$ cat src/rtl/branch_resolve_unit_if.sv
// Execute-lane branch results in, registered PHT update records and
// front-end recovery/flush signals out.
interface branch_resolve_unit_if #(
    parameter int ISSUE_WIDTH   = 2,
    parameter int GH_WIDTH      = 10,
    parameter int PHT_IDX_WIDTH = 13,
    parameter int PHT_CNT_WIDTH = 2,
    parameter int STAT_WIDTH    = 16
);
    logic [ISSUE_WIDTH-1:0]   exValid;
    logic [ISSUE_WIDTH-1:0]   exCondBr;
    logic [ISSUE_WIDTH-1:0]   exIsAX;
    logic [ISSUE_WIDTH-1:0]   exPredTaken;
    logic [ISSUE_WIDTH-1:0]   exTaken;
    logic [ISSUE_WIDTH-1:0]   exTargetMispred;
    logic [PHT_IDX_WIDTH-1:0] exPhtIndex      [ISSUE_WIDTH];
    logic [PHT_CNT_WIDTH-1:0] exPhtPrevValue  [ISSUE_WIDTH];
    logic [GH_WIDTH-1:0]      exGlobalHistory [ISSUE_WIDTH];
    logic                     flushAck;

    logic [ISSUE_WIDTH-1:0]   brValid;
    logic [ISSUE_WIDTH-1:0]   brIsAX;
    logic [ISSUE_WIDTH-1:0]   brExecTaken;
    logic [ISSUE_WIDTH-1:0]   brMispred;
    logic [PHT_IDX_WIDTH-1:0] brPhtIndex     [ISSUE_WIDTH];
    logic [PHT_CNT_WIDTH-1:0] brPhtPrevValue [ISSUE_WIDTH];
    logic                     recoverBrHistory;
    logic [GH_WIDTH-1:0]      recoveredBrHistory;
    logic                     flushReq;
    logic [STAT_WIDTH-1:0]    squashCount;

    modport slave (
        input  exValid, exCondBr, exIsAX, exPredTaken, exTaken, exTargetMispred,
               exPhtIndex, exPhtPrevValue, exGlobalHistory, flushAck,
        output brValid, brIsAX, brExecTaken, brMispred, brPhtIndex, brPhtPrevValue,
               recoverBrHistory, recoveredBrHistory, flushReq, squashCount
    );

    modport master (
        output exValid, exCondBr, exIsAX, exPredTaken, exTaken, exTargetMispred,
               exPhtIndex, exPhtPrevValue, exGlobalHistory, flushAck,
        input  brValid, brIsAX, brExecTaken, brMispred, brPhtIndex, brPhtPrevValue,
               recoverBrHistory, recoveredBrHistory, flushReq, squashCount
    );
endinterface

$ cat src/rtl/branch_resolve_unit.sv
// Registers per-lane gshare PHT update records, raises history recovery on the
// oldest mispredict and squashes wrong-path results until the flush is acked.
module branch_resolve_unit #(
    parameter int ISSUE_WIDTH   = 2,
    parameter int GH_WIDTH      = 10,
    parameter int PHT_IDX_WIDTH = 13,
    parameter int PHT_CNT_WIDTH = 2,
    parameter int STAT_WIDTH    = 16
) (
    input logic clk,
    input logic rst_n,
    branch_resolve_unit_if.slave bus
);
    localparam int LANE_CNT_W = $clog2(ISSUE_WIDTH + 1);

    localparam logic [0:0] ST_NORMAL = 1'b0;
    localparam logic [0:0] ST_SQUASH = 1'b1;

    logic [0:0]               state_q, state_d;
    logic [ISSUE_WIDTH-1:0]   br_valid_q, br_valid_d;
    logic [ISSUE_WIDTH-1:0]   br_is_ax_q, br_is_ax_d;
    logic [ISSUE_WIDTH-1:0]   br_exec_taken_q, br_exec_taken_d;
    logic [ISSUE_WIDTH-1:0]   br_mispred_q, br_mispred_d;
    logic [PHT_IDX_WIDTH-1:0] br_pht_index_q [ISSUE_WIDTH];
    logic [PHT_IDX_WIDTH-1:0] br_pht_index_d [ISSUE_WIDTH];
    logic [PHT_CNT_WIDTH-1:0] br_pht_prev_q  [ISSUE_WIDTH];
    logic [PHT_CNT_WIDTH-1:0] br_pht_prev_d  [ISSUE_WIDTH];
    logic                     recover_q, recover_d;
    logic [GH_WIDTH-1:0]      rec_hist_q, rec_hist_d;
    logic [STAT_WIDTH-1:0]    squash_cnt_q, squash_cnt_d;

    logic                     found;
    logic                     keep;
    logic                     lane_mis;
    logic [LANE_CNT_W-1:0]    squash_n;
    logic [STAT_WIDTH:0]      squash_sum;

    always_comb begin
        // NOTE: every variable gets a default before any branch so no latch is inferred.
        state_d      = state_q;
        found        = 1'b0;
        keep         = 1'b0;
        lane_mis     = 1'b0;
        squash_n     = '0;
        recover_d    = 1'b0;
        rec_hist_d   = '0;

        // Lanes walk oldest-first; once a mispredict is found, younger lanes are wrong-path.
        for (int i = 0; i < ISSUE_WIDTH; i++) begin
            lane_mis = bus.exValid[i] &
                       ((bus.exCondBr[i] & (bus.exPredTaken[i] ^ bus.exTaken[i])) |
                        (bus.exTaken[i] & bus.exTargetMispred[i]));
            keep = bus.exValid[i] & (state_q == ST_NORMAL) & ~found;

            br_valid_d[i]      = keep;
            br_is_ax_d[i]      = keep & bus.exIsAX[i];
            br_exec_taken_d[i] = keep & bus.exTaken[i];
            br_mispred_d[i]    = keep & lane_mis;
            br_pht_index_d[i]  = keep ? bus.exPhtIndex[i] : '0;
            br_pht_prev_d[i]   = keep ? bus.exPhtPrevValue[i] : '0;

            if (bus.exValid[i] && !keep) begin
                squash_n = squash_n + LANE_CNT_W'(1);
            end

            if (keep && lane_mis) begin
                found      = 1'b1;
                recover_d  = 1'b1;
                rec_hist_d = bus.exCondBr[i]
                           ? ((bus.exGlobalHistory[i] << 1) | GH_WIDTH'(bus.exTaken[i]))
                           : bus.exGlobalHistory[i];
            end
        end

        if (state_q == ST_NORMAL && found) begin
            state_d = ST_SQUASH;
        end else if (state_q == ST_SQUASH && bus.flushAck) begin
            state_d = ST_NORMAL;
        end

        squash_sum   = {1'b0, squash_cnt_q} + (STAT_WIDTH + 1)'(squash_n);
        squash_cnt_d = squash_sum[STAT_WIDTH] ? '1 : squash_sum[STAT_WIDTH-1:0];
    end

    // NOTE: sequential state uses non-blocking assignments so all flops update together.
    always_ff @(posedge clk) begin
        if (!rst_n) begin
            state_q         <= ST_NORMAL;
            br_valid_q      <= '0;
            br_is_ax_q      <= '0;
            br_exec_taken_q <= '0;
            br_mispred_q    <= '0;
            br_pht_index_q  <= '{default: '0};
            br_pht_prev_q   <= '{default: '0};
            recover_q       <= 1'b0;
            rec_hist_q      <= '0;
            squash_cnt_q    <= '0;
        end else begin
            state_q         <= state_d;
            br_valid_q      <= br_valid_d;
            br_is_ax_q      <= br_is_ax_d;
            br_exec_taken_q <= br_exec_taken_d;
            br_mispred_q    <= br_mispred_d;
            br_pht_index_q  <= br_pht_index_d;
            br_pht_prev_q   <= br_pht_prev_d;
            recover_q       <= recover_d;
            rec_hist_q      <= rec_hist_d;
            squash_cnt_q    <= squash_cnt_d;
        end
    end

    // The flush request is exactly "in the squash window".
    assign bus.flushReq           = (state_q == ST_SQUASH);
    assign bus.brValid            = br_valid_q;
    assign bus.brIsAX             = br_is_ax_q;
    assign bus.brExecTaken        = br_exec_taken_q;
    assign bus.brMispred          = br_mispred_q;
    assign bus.brPhtIndex         = br_pht_index_q;
    assign bus.brPhtPrevValue     = br_pht_prev_q;
    assign bus.recoverBrHistory   = recover_q;
    assign bus.recoveredBrHistory = rec_hist_q;
    assign bus.squashCount        = squash_cnt_q;
endmodule

$ cat src/flat_wrapper.sv
// flat-port wrapper written by rule: the top's interface ports become plain ports
module branch_resolve_unit_flat 
#(
    parameter int ISSUE_WIDTH   = 2,
    parameter int GH_WIDTH      = 10,
    parameter int PHT_IDX_WIDTH = 13,
    parameter int PHT_CNT_WIDTH = 2,
    parameter int STAT_WIDTH    = 16
)
  (clk, rst_n, bus_exValid, bus_exCondBr, bus_exIsAX, bus_exPredTaken, bus_exTaken, bus_exTargetMispred, bus_exPhtIndex, bus_exPhtPrevValue, bus_exGlobalHistory, bus_flushAck, bus_brValid, bus_brIsAX, bus_brExecTaken, bus_brMispred, bus_brPhtIndex, bus_brPhtPrevValue, bus_recoverBrHistory, bus_recoveredBrHistory, bus_flushReq, bus_squashCount);
  branch_resolve_unit_if #(.ISSUE_WIDTH(ISSUE_WIDTH), .GH_WIDTH(GH_WIDTH), .PHT_IDX_WIDTH(PHT_IDX_WIDTH), .PHT_CNT_WIDTH(PHT_CNT_WIDTH), .STAT_WIDTH(STAT_WIDTH)) bus_i ();
  input logic clk;
  input logic rst_n;
  input wire logic [$bits(bus_i.exValid)-1:0] bus_exValid;
  input wire logic [$bits(bus_i.exCondBr)-1:0] bus_exCondBr;
  input wire logic [$bits(bus_i.exIsAX)-1:0] bus_exIsAX;
  input wire logic [$bits(bus_i.exPredTaken)-1:0] bus_exPredTaken;
  input wire logic [$bits(bus_i.exTaken)-1:0] bus_exTaken;
  input wire logic [$bits(bus_i.exTargetMispred)-1:0] bus_exTargetMispred;
  input wire logic [$bits(bus_i.exPhtIndex)-1:0] bus_exPhtIndex;
  input wire logic [$bits(bus_i.exPhtPrevValue)-1:0] bus_exPhtPrevValue;
  input wire logic [$bits(bus_i.exGlobalHistory)-1:0] bus_exGlobalHistory;
  input wire logic [$bits(bus_i.flushAck)-1:0] bus_flushAck;
  output wire logic [$bits(bus_i.brValid)-1:0] bus_brValid;
  output wire logic [$bits(bus_i.brIsAX)-1:0] bus_brIsAX;
  output wire logic [$bits(bus_i.brExecTaken)-1:0] bus_brExecTaken;
  output wire logic [$bits(bus_i.brMispred)-1:0] bus_brMispred;
  output wire logic [$bits(bus_i.brPhtIndex)-1:0] bus_brPhtIndex;
  output wire logic [$bits(bus_i.brPhtPrevValue)-1:0] bus_brPhtPrevValue;
  output wire logic [$bits(bus_i.recoverBrHistory)-1:0] bus_recoverBrHistory;
  output wire logic [$bits(bus_i.recoveredBrHistory)-1:0] bus_recoveredBrHistory;
  output wire logic [$bits(bus_i.flushReq)-1:0] bus_flushReq;
  output wire logic [$bits(bus_i.squashCount)-1:0] bus_squashCount;
  assign bus_i.exValid = bus_exValid;
  assign bus_i.exCondBr = bus_exCondBr;
  assign bus_i.exIsAX = bus_exIsAX;
  assign bus_i.exPredTaken = bus_exPredTaken;
  assign bus_i.exTaken = bus_exTaken;
  assign bus_i.exTargetMispred = bus_exTargetMispred;
  assign bus_i.exPhtIndex = {>>{bus_exPhtIndex}};
  assign bus_i.exPhtPrevValue = {>>{bus_exPhtPrevValue}};
  assign bus_i.exGlobalHistory = {>>{bus_exGlobalHistory}};
  assign bus_i.flushAck = bus_flushAck;
  assign bus_brValid = bus_i.brValid;
  assign bus_brIsAX = bus_i.brIsAX;
  assign bus_brExecTaken = bus_i.brExecTaken;
  assign bus_brMispred = bus_i.brMispred;
  assign bus_brPhtIndex = {>>{bus_i.brPhtIndex}};
  assign bus_brPhtPrevValue = {>>{bus_i.brPhtPrevValue}};
  assign bus_recoverBrHistory = bus_i.recoverBrHistory;
  assign bus_recoveredBrHistory = bus_i.recoveredBrHistory;
  assign bus_flushReq = bus_i.flushReq;
  assign bus_squashCount = bus_i.squashCount;
  branch_resolve_unit #(.ISSUE_WIDTH(ISSUE_WIDTH), .GH_WIDTH(GH_WIDTH), .PHT_IDX_WIDTH(PHT_IDX_WIDTH), .PHT_CNT_WIDTH(PHT_CNT_WIDTH), .STAT_WIDTH(STAT_WIDTH)) u_core (.clk(clk), .rst_n(rst_n), .bus(bus_i));
endmodule
$ cat config.mk
export PLATFORM = sky130hd
export DESIGN_NAME = branch_resolve_unit_flat
export DESIGN_NICKNAME = d
export VERILOG_FILES = /design/src/rtl/branch_resolve_unit_if.sv /design/src/rtl/branch_resolve_unit.sv /design/src/flat_wrapper.sv
export SDC_FILE = /design/constraint.sdc
export NUM_CORES = 1
export LEC_CHECK = 0
export BUFFER_PORTS_ARGS = -buffer_cell sky130_fd_sc_hd__buf_2
export CAP_MARGIN = 20
export CORE_ASPECT_RATIO = 0.5
export CORE_UTILIZATION = 47
export DETAILED_ROUTE_END_ITERATION = 7
export PLACE_DENSITY = 0.9
export SLEW_MARGIN = 20
export SYNTH_ARGS = -nofsm -noshare
export SYNTH_HDL_FRONTEND = slang
export SYNTH_SLANG_ARGS = --single-unit
$ cat constraint.sdc
create_clock -name clk -period 5.4 [get_ports clk]
set_clock_uncertainty 0.05 [all_clocks]
set_input_delay 1.35 -clock clk [delete_from_list [all_inputs] [get_ports clk]]
set_output_delay 1.35 -clock clk [all_outputs]
set_load 0.05 [all_outputs]
==> results_dict.tcl <==
set metrics [dict create \
    post-route-util_pct 67.4 \
    fmax_ghz 0.243 \
    io_buffer_count 130 \
    fin_nets 437 \
    layout_common_cells "130 x buf_2, 66 x dfxtp_1, 36 x and2_1, 19 x mux2i_1, 17 x a21oi_1" \
    grt_usage_pct 20.6 \
    ir_drop_mv 0.179 \
    synth_top_family_by_area "simple AND/OR/NAND/NOR gates" \
    die_w_um 104 \
    leakage_uw 0.00170 \
    first_iter_violations 99 \
    crit_arrival_ns 4.32 \
    power_uw 1100 \
    top_layer "met4" \
    hold_path_class "register to register" \
    crit_fanout 14 \
    post-route-min-period_ns 4.11 \
    grt_max_degree 20 \
    synth_fp_nets 304 \
    synth_cell_types 34 \
    syn_avg_cell_area_um2 10.3 \
    final_common_cell "buf_2" \
    synth_xor_area_share_pct 3.24 \
    cts_setup_buffers 0 \
    hold_violations 0 \
    synth_compound_area_share_pct 10.0 \
    htree_levels 3 \
    dpl.hpwl_um 4280 \
    drive_above_1_share_pct 40.8 \
    period_share_pct 76.2 \
    synthAdderAreaFrac_pct 2.37 \
    grt_pass1_vias 2013 \
    overflow 0 \
    slew_violations 0 \
    drc 0 \
    design_area_um2 3340 \
    cts_root_buf "clkbuf_8" \
    drv_cap 0 \
    crit_type "input pin to register" \
    seq_area_frac_synth_pct 54.3 \
    dpl_cell_area_um2 3140 \
    ctsResizeCount 0 \
    async_reset_ff_share_pct 0 \
    first_pass_iters 5 \
    synth-simple-area-share_pct 19.2 \
    end_kind "register" \
    worst_pin_slew_ns 0.854 \
    status "completed" \
    ys_ff_latch 66 \
    cts_buffers 9 \
    grt_pass1_wl_um 8850 \
    synthMuxAreaShare_pct 7.82 \
    antenna_cells 0 \
    antenna_found_initial 0 \
    worstSkewPairLatency_ns 0.33 \
    rsz0062_at_grt "false" \
    setup_viol 0 \
    die-area_um2 5480 \
    pwr_density_cell_nw_per_um2 329 \
    cts_sinks 66 \
    syn_inst 235 \
    wl_met2_um 3050 \
    yosysWarnings 0 \
    detailroute.via_count 2172 \
    synth_edf_count 0 \
    worstSetupStartpointType "input pin" \
    io_pins 131 \
    area_growth_pct 37.4 \
    holdBufCountCts 0 \
    met1_length_um 2280 \
    globalplace.congestion 0.891 \
    rows 18 \
    path_clk_slew_ns 0.08 \
    drt-vias-per-instance 4.90 \
    maxSlewHeadroom_pct 42.9 \
    avgRoutedWirePerCell_um 12.7 \
    rrSetupSlack_ns 2.21 \
    start_util_pct 49.1 \
    finalSetupTns_ns 0 \
    dominantRegCellSynth "dfxtp_1" \
    die_y_um 52.9 \
    wirelength_um 5630 \
    met3_length_um 239 \
    mappedNetlistArea_um2 2430 \
    ant_nets 0 \
    hold_ws_ns 0.474 \
    worstPathRequired_ns 5.61 \
    core_um2 4950 \
    cts_tree "built" \
    cts.path.max_buffers 2 \
]
==> Yosys cell counts (all sizes together), types with 3 or more instances <==
library cell	instances	area share, %
nor2	7	1.1
nor3	7	1.9
and3	3	0.77
nand2	10	1.5
buf	3	0.51
dfxtp	66	54
ha	3	1.5
nand3	4	0.82
o21ai	5	1.0
a21oi	17	3.5
mux2i	19	7.8
xnor2	7	2.5
inv	11	1.7
clkbuf	5	0.77
and2	36	9.3
o22ai	9	2.3
nand4	4	1.0
==> sequential cells by signal, summed over array words and instances, names as in the netlist <==
name	cells
u_core.bus.recoveredBrHistory	10
u_core.bus.brIsAX	2
u_core.bus.brPhtPrevValue	4
u_core.bus.brValid	2
u_core.bus.flushReq	1
u_core.bus.brPhtIndex	26
u_core.bus.brMispred	2
u_core.bus.brExecTaken	2
u_core.bus.squashCount	16
u_core.bus.recoverBrHistory	1
==> layout make-up <==
| type | instances | area, um2 |
|---|---|---|
| clock buffer | 10 | 138 |
| clock inverter | 6 | 65.1 |
| fill | 401 | 1610 |
| inverter | 11 | 41.3 |
| multi-input combinational | 150 | 1040 |
| sequential | 66 | 1320 |
| tap | 70 | 87.6 |
| timing repair buffer | 130 | 651 |
==> critical path, cell delays in order <==
cell,delay (ns)
buf_2,0.21
and2_1,0.24
a21oi_1,0.20
nor2b_1,0.07
ha_1,0.27
ha_1,0.16
inv_1,0.06
fa_1,0.41
nand4b_2,0.31
or4_4,0.66
and4_1,0.24
nor3_2,0.13
==> routing by layer <==
metal / global-route usage, % / vias up
li1: - / 1072
met1: 23.3 / 1033
met2: 37.9 / 58
met3: 5.54 / 9
met4: 9.29 / 0
met5: 0 / -
==> power by group <==
part | internal, uW | switching [uW]
combinational | 52.9 | 118
clock | 227 | 189
sequential | 507 | 6.60
==> path summary, 6_finish.rpt <==
path	endpoint	cells after the start	from
max reg2reg	u_core.bus.squashCount[9]	11	u_core.bus.flushReq
min	u_core.bus.squashCount[14]	2	u_core.bus.squashCount[14]
min reg2reg	u_core.bus.squashCount[14]	2	u_core.bus.squashCount[14]
max	u_core.bus.squashCount[9]	12	bus_exCondBr[0]
==> kinds of logic after synthesis <==
kind of cell | count (synthesis)
simple gates | 79
compound gates | 39
xor+xnor | 9
flops | 66
mux | 19
buf+inv | 19
fa+ha+maj | 4
==> per-stage QoR <==
step                      std cells  setup WS [ns]
after detailed placement        427          0.969
after global placement          427           1.05
after CTS                       443           1.30
after floorplan                 235           1.44
final                           443           1.29
after global routing            443           1.14
Note: power is estimated with default switching activity, not from simulation.
